<file path="config.mk">
export PLATFORM = sky130hd
export DESIGN_NAME = tlb_op_ctrl
export DESIGN_NICKNAME = d
export VERILOG_FILES = /design/src/rtl/tlb_pkg.sv /design/src/rtl/tlb_inv_match.sv /design/src/rtl/tlb_op_ctrl.sv
export SDC_FILE = /design/constraint.sdc
export NUM_CORES = 1
export LEC_CHECK = 0
export BUFFER_PORTS_ARGS = -buffer_cell sky130_fd_sc_hd__buf_2
export CORE_MARGIN = 4
export CORE_UTILIZATION = 46
export DETAILED_ROUTE_END_ITERATION = 16
export PLACE_DENSITY = 0.74
export SLEW_MARGIN = 20
export SYNTH_ARGS = -nofsm -noshare
export SYNTH_HDL_FRONTEND = slang
export SYNTH_SLANG_ARGS = --single-unit
export TNS_END_PERCENT = 50
</file>
<file path="constraint.sdc">
create_clock -name clk -period 2.6 [get_ports clk]
set_input_delay 0.26 -clock clk [delete_from_list [all_inputs] [get_ports clk]]
set_output_delay 0.26 -clock clk [all_outputs]
set_load 0.02 [all_outputs]
</file>
<file path="src/rtl/tlb_pkg.sv">
// Shared definitions for the TLB maintenance sequencer.
//   TLB_ENTRY_W    packed entry width
//   tlb_entry_t    packed entry layout, e at the MSB
//   OP_* / INV_*   op codes and INVTLB op types
//   op_state_e     sequencer states
//   va_match()     page-size aware VPPN compare
package tlb_pkg;

    localparam int TLB_ENTRY_W = 89;

    localparam logic [2:0] OP_SRCH = 3'd0;
    localparam logic [2:0] OP_RD   = 3'd1;
    localparam logic [2:0] OP_WR   = 3'd2;
    localparam logic [2:0] OP_FILL = 3'd3;
    localparam logic [2:0] OP_INV  = 3'd4;

    localparam logic [4:0] INV_ALL0    = 5'd0;
    localparam logic [4:0] INV_ALL1    = 5'd1;
    localparam logic [4:0] INV_GLB     = 5'd2;
    localparam logic [4:0] INV_NGLB    = 5'd3;
    localparam logic [4:0] INV_ASID    = 5'd4;
    localparam logic [4:0] INV_ASID_VA = 5'd5;
    localparam logic [4:0] INV_GA_VA   = 5'd6;

    localparam logic [5:0] PS_4K  = 6'd12;
    localparam logic [5:0] PS_4M  = 6'd22;

    typedef struct packed {
        logic        e;
        logic [18:0] vppn;
        logic [5:0]  ps;
        logic [9:0]  asid;
        logic        g;
        logic [19:0] ppn0;
        logic [1:0]  plv0;
        logic [1:0]  mat0;
        logic        d0;
        logic        v0;
        logic [19:0] ppn1;
        logic [1:0]  plv1;
        logic [1:0]  mat1;
        logic        d1;
        logic        v1;
    } tlb_entry_t;

    typedef enum logic [2:0] {
        ST_IDLE,
        ST_SRCH,
        ST_RD,
        ST_WR,
        ST_INV_RD,
        ST_INV_WR,
        ST_RESP
    } op_state_e;

    // 4M pages ignore the low 10 VPPN bits.
    function automatic logic va_match(input logic [18:0] a, input logic [18:0] b,
                                      input logic [5:0] ps);
        if (ps == PS_4M) return a[18:10] == b[18:10];
        return a == b;
    endfunction

endpackage

</file>
<file path="src/rtl/tlb_inv_match.sv">
// INVTLB selection rule for one entry. Purely combinational; the entry's
// valid bit is checked by the caller.
//   e_vppn/e_ps/e_asid/e_g  entry fields under test
//   inv_type                INVTLB op type (types above 6 never match)
//   inv_asid/inv_vppn       op operands
//   match                   entry is selected by this op
module tlb_inv_match
    import tlb_pkg::*;
(
    input  logic [18:0] e_vppn,
    input  logic [5:0]  e_ps,
    input  logic [9:0]  e_asid,
    input  logic        e_g,
    input  logic [4:0]  inv_type,
    input  logic [9:0]  inv_asid,
    input  logic [18:0] inv_vppn,
    output logic        match
);

    logic asid_eq;
    logic va_eq;

    assign asid_eq = (e_asid == inv_asid);
    assign va_eq   = va_match(e_vppn, inv_vppn, e_ps);

    always_comb begin
        match = 1'b0;
        case (inv_type)
            INV_ALL0, INV_ALL1: match = 1'b1;
            INV_GLB:            match = e_g;
            INV_NGLB:           match = !e_g;
            INV_ASID:           match = !e_g && asid_eq;
            INV_ASID_VA:        match = !e_g && asid_eq && va_eq;
            INV_GA_VA:          match = (e_g || asid_eq) && va_eq;
            default:            match = 1'b0;
        endcase
    end

endmodule

</file>
<file path="src/rtl/tlb_op_ctrl.sv">
// TLB maintenance op sequencer. Takes one op via valid/ready, drives the TLB
// search/read/write ports, then pulses rsp_valid for one cycle.
//   clk, resetn                      clock, async active-low reset
//   op_valid/op_ready                request handshake (ready only in IDLE)
//   op_code/op_index/op_entry        op, RD/WR index, WR/FILL entry
//   op_inv_type/op_inv_asid/_vppn    INVTLB type, SRCH/INV operands
//   rsp_valid/found/index/entry      response, held until the next response
//   s_*                              search port (s_va_bit12 tied low)
//   r_index/r_entry                  read port
//   we/w_index/w_entry               write port
module tlb_op_ctrl
    import tlb_pkg::*;
#(
    parameter  int TLBNUM = 16,
    localparam int IDXW   = $clog2(TLBNUM)
) (
    input  logic                   clk,
    input  logic                   resetn,
    input  logic                   op_valid,
    output logic                   op_ready,
    input  logic [2:0]             op_code,
    input  logic [IDXW-1:0]        op_index,
    input  logic [TLB_ENTRY_W-1:0] op_entry,
    input  logic [4:0]             op_inv_type,
    input  logic [9:0]             op_inv_asid,
    input  logic [18:0]            op_inv_vppn,
    output logic                   rsp_valid,
    output logic                   rsp_found,
    output logic [IDXW-1:0]        rsp_index,
    output logic [TLB_ENTRY_W-1:0] rsp_entry,
    output logic [18:0]            s_vppn,
    output logic [9:0]             s_asid,
    output logic                   s_va_bit12,
    input  logic                   s_found,
    input  logic [IDXW-1:0]        s_index,
    output logic [IDXW-1:0]        r_index,
    input  logic [TLB_ENTRY_W-1:0] r_entry,
    output logic                   we,
    output logic [IDXW-1:0]        w_index,
    output logic [TLB_ENTRY_W-1:0] w_entry
);

    op_state_e              state, state_d;
    logic [2:0]             op_q;
    logic [IDXW-1:0]        idx_q, fill_ptr, sweep_idx;
    logic [TLB_ENTRY_W-1:0] entry_q, inv_ent;
    logic [4:0]             inv_type_q;
    logic [9:0]             asid_q;
    logic [18:0]            vppn_q;
    logic                   inv_hit;
    tlb_entry_t             rd_ent;
    logic                   inv_match, sweep_last, illegal;

    assign rd_ent     = r_entry;
    assign sweep_last = (sweep_idx == IDXW'(TLBNUM - 1));
    assign s_va_bit12 = 1'b0;
    // Rejected ops go straight to RESP without touching the TLB.
    assign illegal    = (op_code > OP_INV) || (op_code == OP_INV && op_inv_type > INV_GA_VA);

    tlb_inv_match u_inv_match (
        .e_vppn   (rd_ent.vppn),
        .e_ps     (rd_ent.ps),
        .e_asid   (rd_ent.asid),
        .e_g      (rd_ent.g),
        .inv_type (inv_type_q),
        .inv_asid (asid_q),
        .inv_vppn (vppn_q),
        .match    (inv_match)
    );

    always_ff @(posedge clk or negedge resetn) begin
        if (!resetn) state <= ST_IDLE;
        else         state <= state_d;
    end

    // Port drives are decoded from state alone so that an async reset
    // drops we in the same cycle.
    always_comb begin
        state_d   = state;
        op_ready  = 1'b0;
        rsp_valid = 1'b0;
        s_vppn    = '0;
        s_asid    = '0;
        r_index   = '0;
        we        = 1'b0;
        w_index   = '0;
        w_entry   = '0;
        case (state)
            ST_IDLE: begin
                op_ready = 1'b1;
                if (op_valid) begin
                    if (illegal)                state_d = ST_RESP;
                    else if (op_code == OP_SRCH) state_d = ST_SRCH;
                    else if (op_code == OP_RD)   state_d = ST_RD;
                    else if (op_code == OP_INV)  state_d = ST_INV_RD;
                    else                         state_d = ST_WR;
                end
            end
            ST_SRCH: begin
                s_vppn  = vppn_q;
                s_asid  = asid_q;
                state_d = ST_RESP;
            end
            ST_RD: begin
                r_index = idx_q;
                state_d = ST_RESP;
            end
            ST_WR: begin
                we      = 1'b1;
                w_index = (op_q == OP_FILL) ? fill_ptr : idx_q;
                w_entry = entry_q;
                state_d = ST_RESP;
            end
            ST_INV_RD: begin
                r_index = sweep_idx;
                if (inv_match && rd_ent.e) state_d = ST_INV_WR;
                else if (sweep_last)       state_d = ST_RESP;
            end
            ST_INV_WR: begin
                we      = 1'b1;
                w_index = sweep_idx;
                w_entry = {1'b0, inv_ent[TLB_ENTRY_W-2:0]};
                state_d = sweep_last ? ST_RESP : ST_INV_RD;
            end
            ST_RESP: begin
                rsp_valid = 1'b1;
                state_d   = ST_IDLE;
            end
            default: state_d = ST_IDLE;
        endcase
    end

    // Operand latches, sweep bookkeeping and response capture. rsp_* only
    // change on the edge that enters RESP.
    always_ff @(posedge clk or negedge resetn) begin
        if (!resetn) begin
            op_q       <= '0;
            idx_q      <= '0;
            entry_q    <= '0;
            inv_type_q <= '0;
            asid_q     <= '0;
            vppn_q     <= '0;
            fill_ptr   <= '0;
            sweep_idx  <= '0;
            inv_ent    <= '0;
            inv_hit    <= 1'b0;
            rsp_found  <= 1'b0;
            rsp_index  <= '0;
            rsp_entry  <= '0;
        end else begin
            case (state)
                ST_IDLE: if (op_valid) begin
                    op_q       <= op_code;
                    idx_q      <= op_index;
                    entry_q    <= op_entry;
                    inv_type_q <= op_inv_type;
                    asid_q     <= op_inv_asid;
                    vppn_q     <= op_inv_vppn;
                    sweep_idx  <= '0;
                    inv_hit    <= 1'b0;
                    if (illegal) begin
                        rsp_found <= 1'b0;
                        rsp_index <= '0;
                        rsp_entry <= '0;
                    end
                end
                ST_SRCH: begin
                    rsp_found <= s_found;
                    rsp_index <= s_found ? s_index : '0;
                    rsp_entry <= '0;
                end
                ST_RD: begin
                    rsp_found <= 1'b0;
                    rsp_index <= '0;
                    rsp_entry <= rd_ent.e ? r_entry : '0;
                end
                ST_WR: begin
                    rsp_found <= 1'b0;
                    rsp_index <= w_index;
                    rsp_entry <= '0;
                    if (op_q == OP_FILL) fill_ptr <= fill_ptr + IDXW'(1);
                end
                ST_INV_RD: begin
                    if (inv_match && rd_ent.e) begin
                        inv_ent <= r_entry;
                    end else begin
                        sweep_idx <= sweep_idx + IDXW'(1);
                        if (sweep_last) begin
                            rsp_found <= inv_hit;
                            rsp_index <= '0;
                            rsp_entry <= '0;
                        end
                    end
                end
                ST_INV_WR: begin
                    inv_hit   <= 1'b1;
                    sweep_idx <= sweep_idx + IDXW'(1);
                    if (sweep_last) begin
                        rsp_found <= 1'b1;
                        rsp_index <= '0;
                        rsp_entry <= '0;
                    end
                end
                default: ;
            endcase
        end
    end

endmodule
</file>
==> results of run 1 <==
## power by group through the flow
stage	Combinational (mW)	Sequential [mW]	Clock, mW
final	7.97	9.23	5.29
after global routing	8.45	9.52	5.59
after CTS	7.11	9.07	5.37
after detailed placement	6.80	9.10	0
after global placement	6.59	9.02	0
after floorplan	3.86	9.49	0
## cell type report
cell class                      count  area, µm²
Antenna cell                        4       10.0
Clock buffer                       45        996
Clock inverter                     16        225
Fill cell                        1898       8480
Inverter                            5       18.8
Multi-Input combinational cell    581       5720
Sequential cell                   324       8110
Tap cell                          384        480
Timing Repair Buffer              697       5050
## per-stage QoR
stage          instances  power (mW)  hold slack (ns)
2_1_floorplan        982        13.3          -0.0356
3_3_place_gp        1788        15.6            0.250
3_5_place_dp        1788        15.9            0.257
4_1_cts             2032        21.6         0.000401
5_1_grt             2056        23.6          0.00421
6_report            2056        22.5          0.00935
## flip-flops by register name (all words and copies together), names as in the netlist
register	flops
entry_q	89
inv_hit	1
rsp_index	4
state	3
op_q	3
inv_type_q	5
idx_q	4
inv_ent	88
asid_q	10
rsp_entry	89
vppn_q	19
rsp_found	1
fill_ptr	4
sweep_idx	4
## path summary, 6_finish.rpt
check                                  start          end  slack [ns]
worst max-delay path               asid_q[6]  inv_ent[23]       0.009
worst min-delay path            op_entry[75]  entry_q[75]       0.009
worst max register to register     asid_q[6]  inv_ent[23]       0.009
worst min register to register   fill_ptr[3]  fill_ptr[3]        0.48
max in group asynchronous             resetn  inv_ent[52]        1.50
min in group asynchronous             resetn  entry_q[79]        0.29
## worst reg2reg max path: cells and delay by family, from the launching register on
| kind | cells | cell delay, ns |
|---|---|---|
| AND/OR/NAND/NOR | 2 | 0.72 |
| buffers and inverters | 3 | 0.53 |
| flip-flops | 1 | 0.39 |
| AO/OA/AOI/OAI | 2 | 0.38 |
| multiplexers | 1 | 0.30 |
| XOR/XNOR | 1 | 0.17 |
## cells by family after synthesis
kind of cell	count (synthesis)	share of synthesized area (%)
AO/OA/AOI/OAI	215	13.5
XOR/XNOR	33	2.11
adder cells (fa/ha/maj)	2	0.182
buffers and inverters	78	2.35
flip-flops	324	59.1
multiplexers	227	18.6
other	1	0.0274
AND/OR/NAND/NOR	102	4.08
## synthesized netlist by cell type, drive strengths merged, types with 4 or more instances
master,n
dfrtp,324
mux2,221
a22o,176
clkbuf,49
and2,32
xnor2,26
buf,24
nor2,20
nand2,11
nand3,7
xor2,7
a21o,6
mux2i,6
nand4,6
nor4,6
a21oi,5
a221o,5
inv,5
a22oi,4
nand2b,4
## timing repair
action,4_1_cts,5_1_grt
hold buffers,178,1
endpoints found under the setup margin,192,271
cloned,1,15
hold endpoints to repair,265,1
resized for setup,11,98
setup buffers,4,4
pin swaps,3,11
## metal layers
metal	up-vias	wire, µm	global-route usage [%]
li1	5003	-	-
met1	5779	18600	33.3
met2	637	24100	46.0
met3	160	3820	7.00
met4	0	2460	12.2
met5	-	0	0
==> impl_metrics.ini, run 1 <==
[worst_setup_path]
r2r_cells = 9
cp.required_ns = 3.00
crit_chain = xor2_1, or4_4, nor4_4, o21ai_2, o32ai_4, buf_6, buf_12, clkbuf_16, mux2_4
crit_cells = 9
cp_top_family = simple AND/OR/NAND/NOR gates
critPathMaxStageDelay_ns = 0.55
critical_path_class = reg -> reg
setup.worst_path.start_class = register
setup.worst_path.end_class = register
crit_arrival_ns = 2.99
slowest_stage = or4_4
cp_num_buf_inv = 3
crit_fanout = 9

[cts]
h-tree-depth = 2
cts_tree = built
cts_sinks = 324
clk_latency_ns = 0.52
root_buffer = clkbuf_16
cts_made_buffers = 36
clk_pin_slew_ns = 0.06
clockBufferDepth = 3

[placed_design]
hpwl_mm = 29.6
place_congestion = 0.917
io_buffers = 449
place_area_um2 = 16700
dpl_worst_slack_ns = -0.128

[pwr]
leakage_nw = 10.3
switching_share_pct = 33.4
power_switching_mw = 7.51
pwr-share-comb_pct = 35.4
internal_power_mw = 15.0
seq_power_share_pct = 41.0
p_clk_share_pct = 23.5
powerDensity_nw_per_um2 = 1090
max-vdd-ir-drop_uv = 639

[drt]
drt-wirelength-per-cell_um = 23.8
first_pass_iters = 5
final_antenna_net_count = 0
viasPerCell = 5.63
drtIter0Drc = 672
drc = 0
vias = 11600
wirelength_mm = 48.9

[outcome]
outcome = finished, final reports clean

[synth]
synth_top_cell_by_area = dfrtp_1
syn-instance-count = 982
synth-seq-cells = 324
syn-num-nets = 1211
synth_cell_types = 49
synth_area_um2 = 13700
ys_seq_area_share_pct = 59.1
synth_edf_count = 0
synth_flop_cell = dfrtp_1
netlist.area_leader.share_pct = 59.1
ys_warn_count = 0
postSynth.asyncResetShare_pct = 100
synth.area.top_cells = dfrtp_1 (59%), mux2_2 (18%), a22o_1 (11%)
syn_avg_cell_area_um2 = 14.0

[layout]
area_growth_pct = 50.3
final_cell_area_um2 = 20600
mostFrequentLayoutCell = buf_2
nets = 1874
mostFrequentLayoutCells = buf_2 (448), dfrtp_1 (322), dlygate4sd3_1 (179)
finish.utilization_pct = 70.8
drive_above_1_share_pct = 49.2

[global_route]
grt_max_degree = 90
grt_pass1_vias = 12300
grt_antenna_before_repair = 4
grt_pass1_wl_mm = 71.2
gr-total-overflow = 0
grt_usage_pct = 27.3

[sta]
final-setup-viol-count = 0
skew_ns = 0.0229
setup_ws_ns = 0.00923
final.setup.tns_ns = 0
post-route-period-util_pct = 99.6
fin_crit_ns = 2.59
rsz0062_at_grt = true
worstMarginPinSlew_ns = 0.572
finalHoldViolations = 0
relSlewSlack_pct = 61.9
drv_slew = 0
fmax_mhz = 386

[hold_path]
hold_depth = 2
hold_path_class = in -> reg

[floorplanning]
die_width_um = 181
io_pins = 451
coreArea_um2 = 29100
rows = 62
start_util_pct = 47.1
chipHeight_um = 181
die_area_um2 = 32600

[run]
maxCapViolCount = 0
(Power assumes the default switching activity.)
==> inputs of run 2 (changes only) <==
--- a/config.mk
+++ b/config.mk
@@ -9,6 +9,7 @@
 export CORE_MARGIN = 4
 export CORE_UTILIZATION = 46
 export DETAILED_ROUTE_END_ITERATION = 16
+export MAX_ROUTING_LAYER = met4
 export PLACE_DENSITY = 0.74
 export SLEW_MARGIN = 20
 export SYNTH_ARGS = -nofsm -noshare
==> run 2 against run 1 <==
Effect of this change:
- power down 4.6%
- worst hold slack better by 0.0060 ns
- critical path depth is 1 lower
- worst setup slack better by 0.020 ns
- via count shrank 1.5%
- sequential share of layout area rose by 1.6 points
- flip-flop and latch count unchanged
- die area stayed put
- final cell count down 1.8%
- first-iteration DRC count fell by 7.0%
==> impl_metrics.ini, run 2 (synthesis results as in run 1) <==
[cts]
h-tree-depth = 2
clk_pin_slew_ns = 0.06
cts_sinks = 324
cts_tree = built
root_buffer = clkbuf_16
clockBufferDepth = 3
clk_latency_ns = 0.50
cts_made_buffers = 36

[sta]
post-route-period-util_pct = 98.9
drv_slew = 0
fin_crit_ns = 2.57
rsz0062_at_grt = true
final-setup-viol-count = 0
relSlewSlack_pct = 58.5
skew_ns = 0.0155
worstMarginPinSlew_ns = 0.622
fmax_mhz = 389
finalHoldViolations = 0

[run]
maxCapViolCount = 0

[floorplanning]
chipHeight_um = 181
die_width_um = 181
start_util_pct = 47.1
rows = 62
die_area_um2 = 32600
coreArea_um2 = 29100
io_pins = 451

[drt]
drtIter0Drc = 625
viasPerCell = 5.64
wirelength_mm = 46.5
final_antenna_net_count = 0
vias = 11400
drc = 0
first_pass_iters = 5
drt-wirelength-per-cell_um = 23.0

[layout]
nets = 1838
top_regs = entry_q: 89 flops, rsp_entry: 89 flops, inv_ent: 88 flops
seq_area_um2 = 8110
mostFrequentLayoutCell = buf_2
multiInputGateArea_um2 = 5400
fillCellCount = 1998
finish.utilization_pct = 68.1
area_growth_pct = 44.6
mostFrequentLayoutCells = buf_2 (448), dfrtp_1 (323), mux2_2 (219)
stdcell_count = 2020
final_cell_area_um2 = 19800
drive_above_1_share_pct = 49.4

[worst_setup_path]
setup.worst_path.start_class = register
critPathMaxStageDelay_ns = 0.54
crit_arrival_ns = 2.94
crit_fanout = 39
crit_chain = xor2_1, or4_4, nor4_4, o21ai_2, o32ai_4, buf_12, buf_16, mux2_2
cp.required_ns = 2.97
slowest_stage = or4_4
critical_path_class = reg -> reg
setup.worst_path.end_class = register

[placed_design]
place_congestion = 0.927
place_area_um2 = 16700
hpwl_mm = 29.5
io_buffers = 449
placedCellCount = 1787

[pwr]
max-vdd-ir-drop_uv = 822
leakage_nw = 9.83
powerDensity_nw_per_um2 = 1080
power_mw = 21.5

[global_route]
grt_antenna_before_repair = 1
grt_max_degree = 90
grt_pass1_vias = 12200
grt_pass1_wl_mm = 69.7
grt_usage_pct = 27.4
gr-total-overflow = 0

[outcome]
outcome = finished, final reports clean

[hold_path]
hold_path_class = in -> reg
[run 2: worst paths after layout]
kind	start	endpoint	slack (ns)	cells after the start
min in group asynchronous	resetn	rsp_entry[86]	0.36	2
max	asid_q[6]	inv_ent[66]	0.03	8
max in group asynchronous	resetn	inv_ent[36]	1.50	3
min	r_entry[21]	rsp_entry[21]	0.02	2
max reg2reg	asid_q[6]	inv_ent[66]	0.03	8
min reg2reg	fill_ptr[3]	fill_ptr[3]	0.47	1
[run 2: final cells by class]
type	instances	share of cell area, %
clock buffer	54	5.40
antenna	1	0.0126
tap	384	2.42
sequential	324	40.9
multi-input combinational	580	27.2
inverter	5	0.0947
clock inverter	10	0.410
timing repair buffer	662	23.5
[run 2: power breakdown]
part	total, mW	internal, mW	switching, mW	leakage [nW]
Combinational	7.39	3.78	3.61	5.20
Sequential	9.14	7.52	1.62	4.07
Clock	4.93	2.94	1.98	0.570
Total	21.5	14.2	7.22	9.83
[run 2: through the flow]
stage	hold WS (ns)	worst slack (ns)	TNS, ns
after CTS	0.000419	-0.00960	-0.0697
final	0.0154	0.0291	0
after detailed placement	0.284	-0.195	-21.97
after global routing	0.00797	-0.0197	-0.411
after floorplan	-0.0356	-0.0157	-1.33
after global placement	0.284	-0.196	-20.19
[run 2: worst max-delay path: cells and delay by family, from the launching register on]
family	cells	cell delay [ns]
AOI/OAI and AO/OA	2	0.35
DFF	1	0.39
and+or+nand+nor	2	0.71
xor gates and xnor gates	1	0.17
buffers and inverters	2	0.39
muxes	1	0.37
[run 2: what timing repair did]
item,4_1_cts,5_1_grt
buffers inserted,2,3
resized for setup,9,13
cloned,1,8
endpoints found under the hold margin,227,0
hold buffers,154,0
setup endpoints to repair,183,267
pin swaps,3,4
[run 2: layer usage]
layer / vias to the layer above / global-route usage [%] / share of wire, %
met5: - / - / 0
met4: 0 / 10.4 / 3.9
met3: 121 / 5.87 / 7.8
met2: 607 / 45.6 / 50
met1: 5747 / 32.9 / 38
li1: 4925 / - / -
